## src/rtl/ifetch_queue_if.sv

```systemverilog
// Fetch-unit bus bundle: instruction ROM read port, redirect request and the
// instruction valid/ready handshake toward the decoder.
interface ifetch_queue_if #(
  parameter int SCALE = 10
);
  logic             rom_oe;
  logic [SCALE-1:0] rom_addr;
  logic [31:0]      rom_rdata;
  logic             redirect;
  logic [31:0]      redirect_pc;
  logic             inst_valid;
  logic             inst_ready;
  logic [31:0]      inst;
  logic [31:0]      inst_pc;

  modport master (
    output rom_oe, rom_addr, inst_valid, inst, inst_pc,
    input  rom_rdata, redirect, redirect_pc, inst_ready
  );

  modport slave (
    input  rom_oe, rom_addr, inst_valid, inst, inst_pc,
    output rom_rdata, redirect, redirect_pc, inst_ready
  );
endinterface

```

## src/rtl/ifetch_queue.sv

```systemverilog
// Instruction fetch queue: issues ROM reads under a credit limit, buffers the
// returning words with their PCs, and flushes everything on a redirect.
module ifetch_queue #(
  parameter int          SCALE    = 10,
  parameter int          DEPTH    = 4,
  parameter logic [31:0] RESET_PC = 32'h0
) (
  input logic         clk,
  input logic         rst,
  ifetch_queue_if.master bus
);

  localparam int PW = $clog2(DEPTH);
  localparam int CW = $clog2(DEPTH + 1);
  localparam logic [CW:0]   DEPTH_CREDIT = (CW+1)'(DEPTH);
  localparam logic [CW-1:0] DEPTH_COUNT  = CW'(DEPTH);

  logic [31:0]   pc;
  logic          running;
  logic          inflight;
  logic [31:0]   inflight_pc;
  logic [31:0]   q_inst [DEPTH];
  logic [31:0]   q_pc   [DEPTH];
  logic [PW-1:0] wr_ptr;
  logic [PW-1:0] rd_ptr;
  logic [CW-1:0] count;

  logic          issue;
  logic          wr;
  logic          pop;
  logic          qvalid;
  logic [CW:0]   credit;

  // Credit counts the in-flight read so a returning word always has a slot;
  // a pop in the same cycle frees its slot only from the next cycle on.
  assign credit = {1'b0, count} + {{CW{1'b0}}, inflight};
  assign issue  = running && !bus.redirect && (credit < DEPTH_CREDIT);

  assign bus.rom_oe   = issue;
  assign bus.rom_addr = pc[SCALE+1:2];

  assign qvalid         = (count != '0);
  assign bus.inst_valid = qvalid && !bus.redirect;
  assign bus.inst       = qvalid ? q_inst[rd_ptr] : '0;
  assign bus.inst_pc    = qvalid ? q_pc[rd_ptr]   : '0;

  assign pop = bus.inst_valid && bus.inst_ready;
  assign wr  = inflight && !bus.redirect;

  always_ff @(posedge clk or negedge rst) begin
    if (!rst) begin
      pc          <= RESET_PC;
      running     <= 1'b0;
      inflight    <= 1'b0;
      inflight_pc <= '0;
      wr_ptr      <= '0;
      rd_ptr      <= '0;
      count       <= '0;
    end else begin
      running <= 1'b1;
      if (bus.redirect) begin
        pc       <= bus.redirect_pc & ~32'h3;
        inflight <= 1'b0;
        wr_ptr   <= '0;
        rd_ptr   <= '0;
        count    <= '0;
      end else begin
        inflight <= issue;
        if (issue) begin
          inflight_pc <= pc;
          pc          <= pc + 32'd4;
        end
        if (wr)
          wr_ptr <= wr_ptr + PW'(1);
        if (pop)
          rd_ptr <= rd_ptr + PW'(1);
        case ({wr, pop})
          2'b10:   count <= count + CW'(1);
          2'b01:   count <= count - CW'(1);
          default: count <= count;
        endcase
      end
    end
  end

  // Storage needs no reset: count gates every read of it.
  always_ff @(posedge clk) begin
    if (wr) begin
      q_inst[wr_ptr] <= bus.rom_rdata;
      q_pc[wr_ptr]   <= inflight_pc;
    end
  end

  overflow_chk: assert property (@(posedge clk) disable iff (!rst)
    wr |-> (count < DEPTH_COUNT));

endmodule

```

## src/flat_wrapper.sv

```systemverilog
// flat-port wrapper written by rule: the top's interface ports become plain ports
module ifetch_queue_flat 
#(
  parameter int          SCALE    = 10,
  parameter int          DEPTH    = 4,
  parameter logic [31:0] RESET_PC = 32'h0
)
  (clk, rst, bus_rom_oe, bus_rom_addr, bus_inst_valid, bus_inst, bus_inst_pc, bus_rom_rdata, bus_redirect, bus_redirect_pc, bus_inst_ready);
  ifetch_queue_if #(.SCALE(SCALE)) bus_i ();
  input logic clk;
  input logic rst;
  output wire logic [$bits(bus_i.rom_oe)-1:0] bus_rom_oe;
  output wire logic [$bits(bus_i.rom_addr)-1:0] bus_rom_addr;
  output wire logic [$bits(bus_i.inst_valid)-1:0] bus_inst_valid;
  output wire logic [$bits(bus_i.inst)-1:0] bus_inst;
  output wire logic [$bits(bus_i.inst_pc)-1:0] bus_inst_pc;
  input wire logic [$bits(bus_i.rom_rdata)-1:0] bus_rom_rdata;
  input wire logic [$bits(bus_i.redirect)-1:0] bus_redirect;
  input wire logic [$bits(bus_i.redirect_pc)-1:0] bus_redirect_pc;
  input wire logic [$bits(bus_i.inst_ready)-1:0] bus_inst_ready;
  assign bus_rom_oe = bus_i.rom_oe;
  assign bus_rom_addr = bus_i.rom_addr;
  assign bus_inst_valid = bus_i.inst_valid;
  assign bus_inst = bus_i.inst;
  assign bus_inst_pc = bus_i.inst_pc;
  assign bus_i.rom_rdata = bus_rom_rdata;
  assign bus_i.redirect = bus_redirect;
  assign bus_i.redirect_pc = bus_redirect_pc;
  assign bus_i.inst_ready = bus_inst_ready;
  ifetch_queue #(.SCALE(SCALE), .DEPTH(DEPTH), .RESET_PC(RESET_PC)) u_core (.clk(clk), .rst(rst), .bus(bus_i));
endmodule
```

## config.mk

```make
export PLATFORM = sky130hd
export DESIGN_NAME = ifetch_queue_flat
export DESIGN_NICKNAME = d
export VERILOG_FILES = /design/src/rtl/ifetch_queue_if.sv /design/src/rtl/ifetch_queue.sv /design/src/flat_wrapper.sv
export SDC_FILE = /design/constraint.sdc
export NUM_CORES = 1
export LEC_CHECK = 0
export ABC_CLOCK_PERIOD_IN_PS = 3090
export BUFFER_PORTS_ARGS = -buffer_cell sky130_fd_sc_hd__buf_4
export CELL_PAD_IN_SITES_DETAIL_PLACEMENT = 0
export CELL_PAD_IN_SITES_GLOBAL_PLACEMENT = 1
export CORE_MARGIN = 2
export CORE_UTILIZATION = 27
export DETAILED_ROUTE_END_ITERATION = 10
export PLACE_DENSITY_LB_ADDON = 0.1
export SLEW_MARGIN = 20
export SYNTH_ARGS = -nofsm -noshare
export SYNTH_HDL_FRONTEND = slang
export SYNTH_SLANG_ARGS = --single-unit
```

## constraint.sdc

```tcl
create_clock -name clk -period 3.09 [get_ports clk]
set_clock_uncertainty 0.1 [all_clocks]
set_input_delay 0.309 -clock clk [delete_from_list [all_inputs] [get_ports clk]]
set_output_delay 0.309 -clock clk [all_outputs]
set_load 0.1 [all_outputs]
```

# ---- Word-level counts from Yosys, hierarchy flattened
# Memories as Yosys holds them, arrays and structs flattened.
# Cells that the tools add are included.
dict set report word_totals {
  regBits 73
  mem_bits_rw 256
  inputBits 68
  output_inout_bits 76
  word_cells 44
  mem_count 2
}
# name depth width rd rd_clocked_by_memory_dff wr line
set mem_list {}
lappend mem_list {u_core.q_inst 4 32 1 0 1 ifetch_queue.sv:22} ;# logic [31:0] q_inst [DEPTH];
lappend mem_list {u_core.q_pc 4 32 1 0 1 ifetch_queue.sv:23} ;# logic [31:0] q_pc [DEPTH];
dict set report op_classes {
  addsub 6
  n_lt_le_gt_ge 1
  eq_ne 2
  muxes 13
  bitwise_logic 1
  n_reduce_logical 12
}
# operator n
set ops {}
lappend ops {{32-bit two-way mux} 4}
lappend ops {{32-bit by 3-bit adder with 32-bit output, second input constant} 1}
lappend ops {{2-bit two-way mux} 4}
lappend ops {{3-bit case mux with 2 select lines} 1}
lappend ops {{2-bit nonzero test} 3}
lappend ops {{3-bit nonzero test} 2}
lappend ops {{1-bit logical AND} 5}
lappend ops {{2-bit by 1-bit adder with 2-bit output, second input constant} 2}
lappend ops {{3-bit by 1-bit adder with 4-bit output} 1}
lappend ops {{4-bit by 3-bit less-than comparator with 1-bit output, second input constant} 1}
lappend ops {{3-bit by 1-bit adder with 3-bit output, second input constant} 1}
lappend ops {{1-bit two-way mux} 3}
lappend ops {{3-bit two-way mux} 1}
lappend ops {{3-bit by 1-bit subtractor with 3-bit output, second input constant} 1}
lappend ops {{2-bit by 1-bit == test with 1-bit output, second input constant} 1}
lappend ops {{2-bit == test, second input constant} 1}
lappend ops {{2-bit AND reduction} 1}
lappend ops {{1-bit zero test} 1}
lappend ops {{1-bit NOT} 1}

# ---- Longest topological paths before layout
# Gate-level depths: netlist of run 1.
dict set report logic_depth {
  word_depth 6
  ltp_mapped 10
}

# ---- Worst setup path before layout of run 1
# OpenSTA, ideal clock, no wires.
dict set report synth_path {
  path_kind {reg2reg}
  startpoint {register u_core.inflight}
  endpoint {memory u_core.q_inst[0][0], enable pin}
  setup_ns 0.427
  t_arrival_ns 2.414
  t_required_ns 2.563
  slack_ns 0.150
  stages_incl_launch_ff 4
  n_path_buf 1
  synth_period_minus_slack_ns 2.940
  path_cell_list {dfrtp_1 > buf_1 > nor2b_1 > and2_1}
}
dict set report synth_between {
  elab_chain_len 3
}
# element line
set synth_lines {}
lappend synth_lines {{start, declared} ifetch_queue.sv:20} ;# logic inflight;
lappend synth_lines {{start signal, assigned} ifetch_queue.sv:68} ;# inflight <= issue;
lappend synth_lines {{1-bit logical AND} ifetch_queue.sv:48} ;# assign wr = inflight && !bus.redirect;
lappend synth_lines {{1-bit two-way mux} ifetch_queue.sv:88} ;# if (wr) begin
lappend synth_lines {{1-bit two-way mux (not written as such)} ifetch_queue.sv:89} ;# q_inst[wr_ptr] <= bus.rom_rdata;
lappend synth_lines {{end, declared} ifetch_queue.sv:22}
# Every way passes these cells.

# ---- Worst setup path after layout of run 1
dict set report layout_path {
  startpoint {register u_core.rd_ptr[0]}
  endpoint {output bus_inst_pc[5]}
}
dict set report layout_between {
  elab_chain_len 2
}
# element line
set layout_lines {}
lappend layout_lines {{start, declared} ifetch_queue.sv:25} ;# logic [PW-1:0] rd_ptr;
lappend layout_lines {{start signal, assigned} ifetch_queue.sv:76} ;# rd_ptr <= rd_ptr + PW'(1);
lappend layout_lines {{memory 4 x 32 bit} n/a}
lappend layout_lines {{32-bit two-way mux} ifetch_queue.sv:45} ;# assign bus.inst_pc = qvalid ? q_pc[rd_ptr] : '0;
lappend layout_lines {{end, declared} flat_wrapper.sv:16} ;# output wire logic [$bits(bus_i.inst_pc)-1:0] bus_inst_pc;
# Every way passes these cells.

==> results of run 1 <==
critical path: stages, from the launching register on:
cell and delay, ps:
dfrtp_4 640, buf_12 260, mux4_2 560, and2_1 180, buf_4 230
cell families (layout without fill, tap and decap cells):
logic type | after synthesis | after routing | share of synthesized area
flops | 317 | 317 | 0.711
simple gates | 272 | 272 | 0.107
compound gates | 67 | 67 | 0.0356
mux | 65 | 65 | 0.111
buf+inv | 64 | 306 | 0.0235
xor+xnor | 8 | 8 | 0.00543
fa+ha+maj | 6 | 6 | 0.00640
other cells | 2 | 3 | 0.000582
metrics by stage:
stage / utilization / cell area, um^2 / hold slack, ps / worst slack (ps)
floorplan: - / 12900 / -86.6 / 150
global placement: 0.311 / 14800 / 361 / 683
detailed placement: 0.311 / 14800 / 350 / 676
CTS: 0.349 / 16600 / 4.87 / 149
global route: 0.349 / 16600 / 41.7 / 109
finish: 0.349 / 16600 / 48.2 / 262
cells in the final DEF (no fill, tap or decap), types with 5 or more instances in the layout:
master,instances
o311ai_0,7
o211ai_1,8
o21ai_0,26
clkinv_1,11
inv_1,11
dfrtp_1,67
nor2_1,20
dlygate4sd3_1,64
ha_1,5
mux4_2,62
buf_4,154
edfxtp_1,248
clkbuf_1,10
nor3_1,9
nand2_1,125
buf_12,9
a21oi_1,6
nand4_1,13
and2_1,64
clkbuf_16,40
nand3_1,13
per-layer routing:
metal	vias to the layer above	GRT usage
li1	3460	-
met3	37	0.0243
met5	-	0
met2	151	0.213
met4	0	0.0450
met1	3772	0.174
where the power goes:
group          switching (mW)  internal [mW]
Combinational            4.14           1.49
Clock                    1.68           2.40
Sequential              0.371           5.02
Total                    6.19           8.91
registers in the layout, summed over array words and instances, names as in the netlist:
signal / cells
u_core.count: 3
u_core.inflight: 1
u_core.inflight_pc: 30
u_core.pc: 30
u_core.q_inst: 128
u_core.q_pc: 120
u_core.rd_ptr: 2
u_core.running: 1
u_core.wr_ptr: 2
area by class of cell:
| class | count | area share |
|---|---|---|
| Multi-Input combinational cell | 421 | 0.208 |
| Clock inverter | 16 | 0.00423 |
| Sequential cell | 317 | 0.554 |
| Inverter | 11 | 0.00249 |
| Tap cell | 615 | 0.0465 |
| Timing Repair Buffer | 227 | 0.119 |
| Clock buffer | 52 | 0.0644 |
worst paths after layout:
path,from,end,slack (ps),cells after the start
max,u_core.rd_ptr[0]$_DFFE_PN0P_,bus_inst_pc[5],260,4
min,bus_redirect,u_core.wr_ptr[0]$_DFFE_PN0P_,50,2
max reg2reg,u_core.count[0]$_DFFE_PN0P_,u_core.count[2]$_DFFE_PN0P_,680,7
min reg2reg,u_core.inflight_pc[13]$_DFFE_PN0P_,u_core.q_pc[0][13]$_DFFE_PP_,420,0
max in group asynchronous,rst,u_core.inflight_pc[2]$_DFFE_PN0P_,1920,3
min in group asynchronous,rst,u_core.inflight_pc[15]$_DFFE_PN0P_,290,2
what timing repair did:
item                                    CTS  global route
hold endpoints to repair                211             0
endpoints found under the setup margin    0             0
hold buffers                             64             0
buffers inserted                          0             0
resized for setup                         0             0
==> metrics.cfg, run 1 <==
[clocking]
cts.sinks=317
cts_buffers=37
cts-htree-levels=2
clk_pin_slew_ps=60
cts_tree=done
cts_root_buffer=clkbuf_16
clockBufferDepth=3
clk-insertion-delay-late_ps=540

[die]
io_pins=144
die_w_um=223
core_um2=47400
die_h_um=223
initial_core_util=0.272
dieArea_um2=49600
num_rows=80

[power]
leakage_nw=5.98
power.total_mw=15.1
ir_drop_uv=379
powerDensity_nw_per_um2=912

[layout]
antennaDiodeCount=0
final_nets=1089
area_growth_pct=28.2
final.fill_count=4670
seqCellArea_um2=9180
final_layout_size_suffix_gt1_frac=0.277
fin_cells=1659
multi_input_area_um2=3450

[synth]
synth_cell_types=52
ys.flop_type=edfxtp_1
synthTopCellsByCount=edfxtp_1, nand2_1, dfrtp_1, and2_1, mux4_2
synth_area_leaders=edfxtp_1, dfrtp_1, mux4_2
syn-cell-area_um2=12900
synth_edf_count=248
yosysMostFrequentCell=edfxtp_1
synthArstFlopShare=0.218
synth_top_area_cell=edfxtp_1
synth_seq_cells=317
synthCells=801
yosys_warnings=0
ys_seq_area_frac=0.711
synth_top_cell_area_share=0.577
postSynthAreaPerCell_um2=16.1

[routing]
drt_first_iter_violations=340
dr.max_layer_used=met4
dr_wl_met2_um=15300
dr_wl_met3_um=1330
vias_per_cell=4.47
drt-pass1-iter-count=4
antenna_left=0
drt-total-wl_um=31700
met1_length_um=14400
vias=7420
route.detailed.drc=0
wl_per_cell_um=19.1

[placement]
dp_hpwl_um=19500
dpl.cell_count=1527
io_buffers=139
gp_congestion=0.704

[grt]
antenna_found_initial=0
grt_max_degree=64
gr-total-overflow=0
grt_pass1_wl_um=48600
grt_pass1_vias=7815
gr-usage-all-layers=0.130

[timing]
setup_viol_count_final=0
fin_crit_ps=2830
rsz0062_at_grt=no
hold_viol_final=0
fin_tns_setup_ps=0
slew_headroom=0.471
max_freq_mhz=354
maxSlewViolCount=0
fin_crit_sh=0.915
worst_slew_pin_slew_ps=793

[worst_setup_path]
end_kind=output port
crit_fanout=18
worst_setup_path_start_kind=flip-flop
worstSetupPathType=flip-flop to output port
crit_arrival_ps=2420
cp_data_required_time_ps=2680

[run_status]
status=finished, final reports clean

[flow_run]
cap_violations=0

[worst_hold_path]
hold_class=input port to flip-flop

(Power assumes the default switching activity.)
==> run 2, diff against run 1 <==
--- a/config.mk
+++ b/config.mk
@@ -10,7 +10,7 @@
 export CELL_PAD_IN_SITES_DETAIL_PLACEMENT = 0
 export CELL_PAD_IN_SITES_GLOBAL_PLACEMENT = 1
 export CORE_MARGIN = 2
-export CORE_UTILIZATION = 27
+export CORE_UTILIZATION = 44
 export DETAILED_ROUTE_END_ITERATION = 10
 export PLACE_DENSITY_LB_ADDON = 0.1
 export SLEW_MARGIN = 20
==> run 2 against run 1 <==
Effect of this change: largest power group unchanged; final area fell by 2.1%; first-iteration DRC count is 41% higher; worst hold slack worse by 19 ps; die area fell by 38%; sequential power hardly changed; flip-flop and latch count unchanged; utilization up 21 points; power is 0.44% lower; highest routed layer unchanged; via count is 0.43% lower; register-to-register slack about the same; setup slack got worse by 67 ps; cell count down 15%.
==> metrics.cfg, run 2 (synthesis gave the netlist of run 1 again) <==
[power]
ir_drop_uv=441  ; was 379 uV
power.total_mw=15.0  ; was 15.1 mW
power_switching_mw=5.98  ; was 6.19 mW
internal-power_mw=9.06  ; was 8.91 mW
seqPwrFrac=0.359  ; was 0.357
powerDensity_nw_per_um2=928  ; was 912 nW/um^2
clkPwrFrac=0.275  ; was 0.270
p_sw_frac=0.397  ; was 0.410
leakage_nw=5.96  ; was 5.98 nW
combPwrFrac=0.365  ; was 0.372

[worst_setup_path]
worst_path_max_delay_cell=dfrtp_4  ; unchanged
worst_setup_path_start_kind=flip-flop  ; unchanged
crit_arrival_ps=2490  ; was 2420 ps
cp_top_family=flip-flops  ; unchanged
cpMostUsedCell=buf_4
reg2reg_slack_ps=680  ; about the same
end_kind=output port  ; unchanged
cp_data_required_time_ps=2680  ; about the same
crit_buf_inv=2  ; unchanged
crit_fanout=23  ; was 18
max_stage_delay_ps=750  ; was 640 ps
worstSetupPathType=flip-flop to output port  ; unchanged
cp_cell_sequence=buf_4, mux4_2, and2_1, buf_4  ; was buf_12, mux4_2, and2_1, buf_4

[routing]
vias=7388  ; was 7,420
vias_per_cell=5.22  ; was 4.47
antenna_left=0  ; unchanged
drt-pass1-iter-count=5  ; was 4
drt-total-wl_um=26600  ; was 31,700 um
route.detailed.drc=0  ; unchanged
drt_first_iter_violations=478  ; was 340
wl_per_cell_um=18.8  ; was 19.1 um

[placement]
dp_hpwl_um=16300  ; was 19,500 um
dpl_worst_slack_ps=648  ; was 676 ps
io_buffers=139  ; unchanged
gp_congestion=0.818  ; was 0.704

[die]
dieArea_um2=30700  ; was 49,600 um^2
num_rows=62  ; was 80
die_w_um=175  ; was 223 um
initial_core_util=0.448  ; was 0.272
core_um2=28800  ; was 47,400 um^2
die_h_um=175  ; was 223 um
io_pins=144  ; unchanged

[layout]
top_regs=u_core.q_inst (128), u_core.q_pc (120)  ; unchanged
largest_reg_flops=128  ; unchanged
final_cell_mix=edfxtp_1, buf_4, nand2_1  ; unchanged
final_layout_size_suffix_gt1_frac=0.282  ; was 0.277
largest_register=u_core.q_inst  ; unchanged
final_nets=1080  ; was 1,089
area_growth_pct=25.5  ; was 28.2%
antennaDiodeCount=0  ; unchanged
final_common_cell=edfxtp_1  ; unchanged

[worst_hold_path]
hold_class=input port to flip-flop  ; unchanged

[grt]
antenna_found_initial=0  ; unchanged
grt-busiest-layer=met2  ; unchanged
met2_usage=0.290  ; was 0.213
met1_usage=0.241  ; was 0.174
grt_pass1_vias=7754  ; was 7,815
grt_pass1_wl_um=42300  ; was 48,600 um
use_met3=0.0394  ; was 0.0243
gr-usage-all-layers=0.177  ; was 0.130
gr-total-overflow=0  ; unchanged
grt_max_degree=70  ; was 64

[run_status]
status=finished, final reports clean  ; unchanged

[timing]
slew_headroom=0.366  ; was 0.471
fin_crit_ps=2900  ; was 2830 ps
hold_viol_final=0  ; unchanged
setup_viol_count_final=0  ; unchanged
max_freq_mhz=345  ; was 354 MHz
fin_crit_sh=0.937  ; was 0.915
maxSlewViolCount=0  ; unchanged
rsz0062_at_grt=no  ; unchanged
worst_slew_pin_slew_ps=952  ; was 793 ps
worst_slack_ps=195  ; was 262 ps
fin_tns_setup_ps=0  ; unchanged
holdWs_ps=29.2  ; was 48.2 ps

[clocking]
clockBufferDepth=3  ; unchanged
clk-insertion-delay-late_ps=500  ; was 540 ps
cts-htree-levels=2  ; unchanged
ctsResizeCount=0  ; unchanged
post_cts_buffers=0  ; unchanged
cts_tree=done  ; unchanged
cts_buffers=35  ; was 37
cts_root_buffer=clkbuf_16  ; unchanged
clk_pin_slew_ps=50  ; was 60 ps
cts.sinks=317  ; unchanged
ctsHoldBuffers=60  ; was 64

[flow_run]
cap_violations=0  ; unchanged

-- run 2: cell count changes in the layout (fill, tap and decap cells not counted), moves of 3 or more --
cell / change
clkbuf_16: -5
clkinv_1: -7
dlygate4sd3_1: -4
clkbuf_1: -4
clkinv_2: +3
bufinv_16: +5
-- run 2: power by group through the flow --
stage               Clock [mW]  Combinational, mW  Sequential (mW)
finish                    4.14               5.49             5.40
global route              4.41               5.75             5.46
CTS                       4.24               5.57             5.41
detailed placement           0               5.50             5.50
floorplan                    0               4.46             5.29
global placement             0               5.46             5.46
-- run 2: per-stage QoR --
step | utilization | instances | area, um^2
2_1_floorplan | - | 802 | 12900
3_3_place_gp | 0.502 | 1293 | 14400
3_5_place_dp | 0.502 | 1293 | 14400
4_1_cts | 0.563 | 1415 | 16200
5_1_grt | 0.563 | 1415 | 16200
6_report | 0.563 | 1415 | 16200
-- run 2: layout make-up --
type,count,area (um^2)
fillers,2323,12600
inverters,11,41.3
clock buffers,44,940
multi-input cells,421,3450
well taps,384,480
clock inverters,18,218
flip-flops and latches,317,9180
repair buffers,220,1890
-- run 2: path summary, 6_finish.rpt --
kind,cells past startpoint,endpoint,startpoint
max,4,bus_inst[14],u_core.rd_ptr[0]$_DFFE_PN0P_
min,4,u_core.count[1]$_DFFE_PN0P_,bus_inst_ready
max reg2reg,6,u_core.pc[5]$_DFFE_PN0P_,u_core.inflight$_DFF_PN0_
min reg2reg,0,u_core.q_pc[2][20]$_DFFE_PP_,u_core.inflight_pc[20]$_DFFE_PN0P_
max in group asynchronous,2,u_core.rd_ptr[0]$_DFFE_PN0P_,rst
min in group asynchronous,2,u_core.inflight_pc[28]$_DFFE_PN0P_,rst
-- run 2: worst register-to-register path: cells and delay by family, from the launching register on --
kind,cells,cell delay [ps]
buffers and inverters,1,250
AND/OR/NAND/NOR,3,1000
flip-flops,1,610
AO/OA/AOI/OAI,2,330
-- run 2: routing by layer --
metal / up-vias / share of wire
met1: 3740 / 0.45
li1: 3427 / -
met2: 181 / 0.48
met3: 40 / 0.051
met4: 0 / 0.019
met5: - / 0
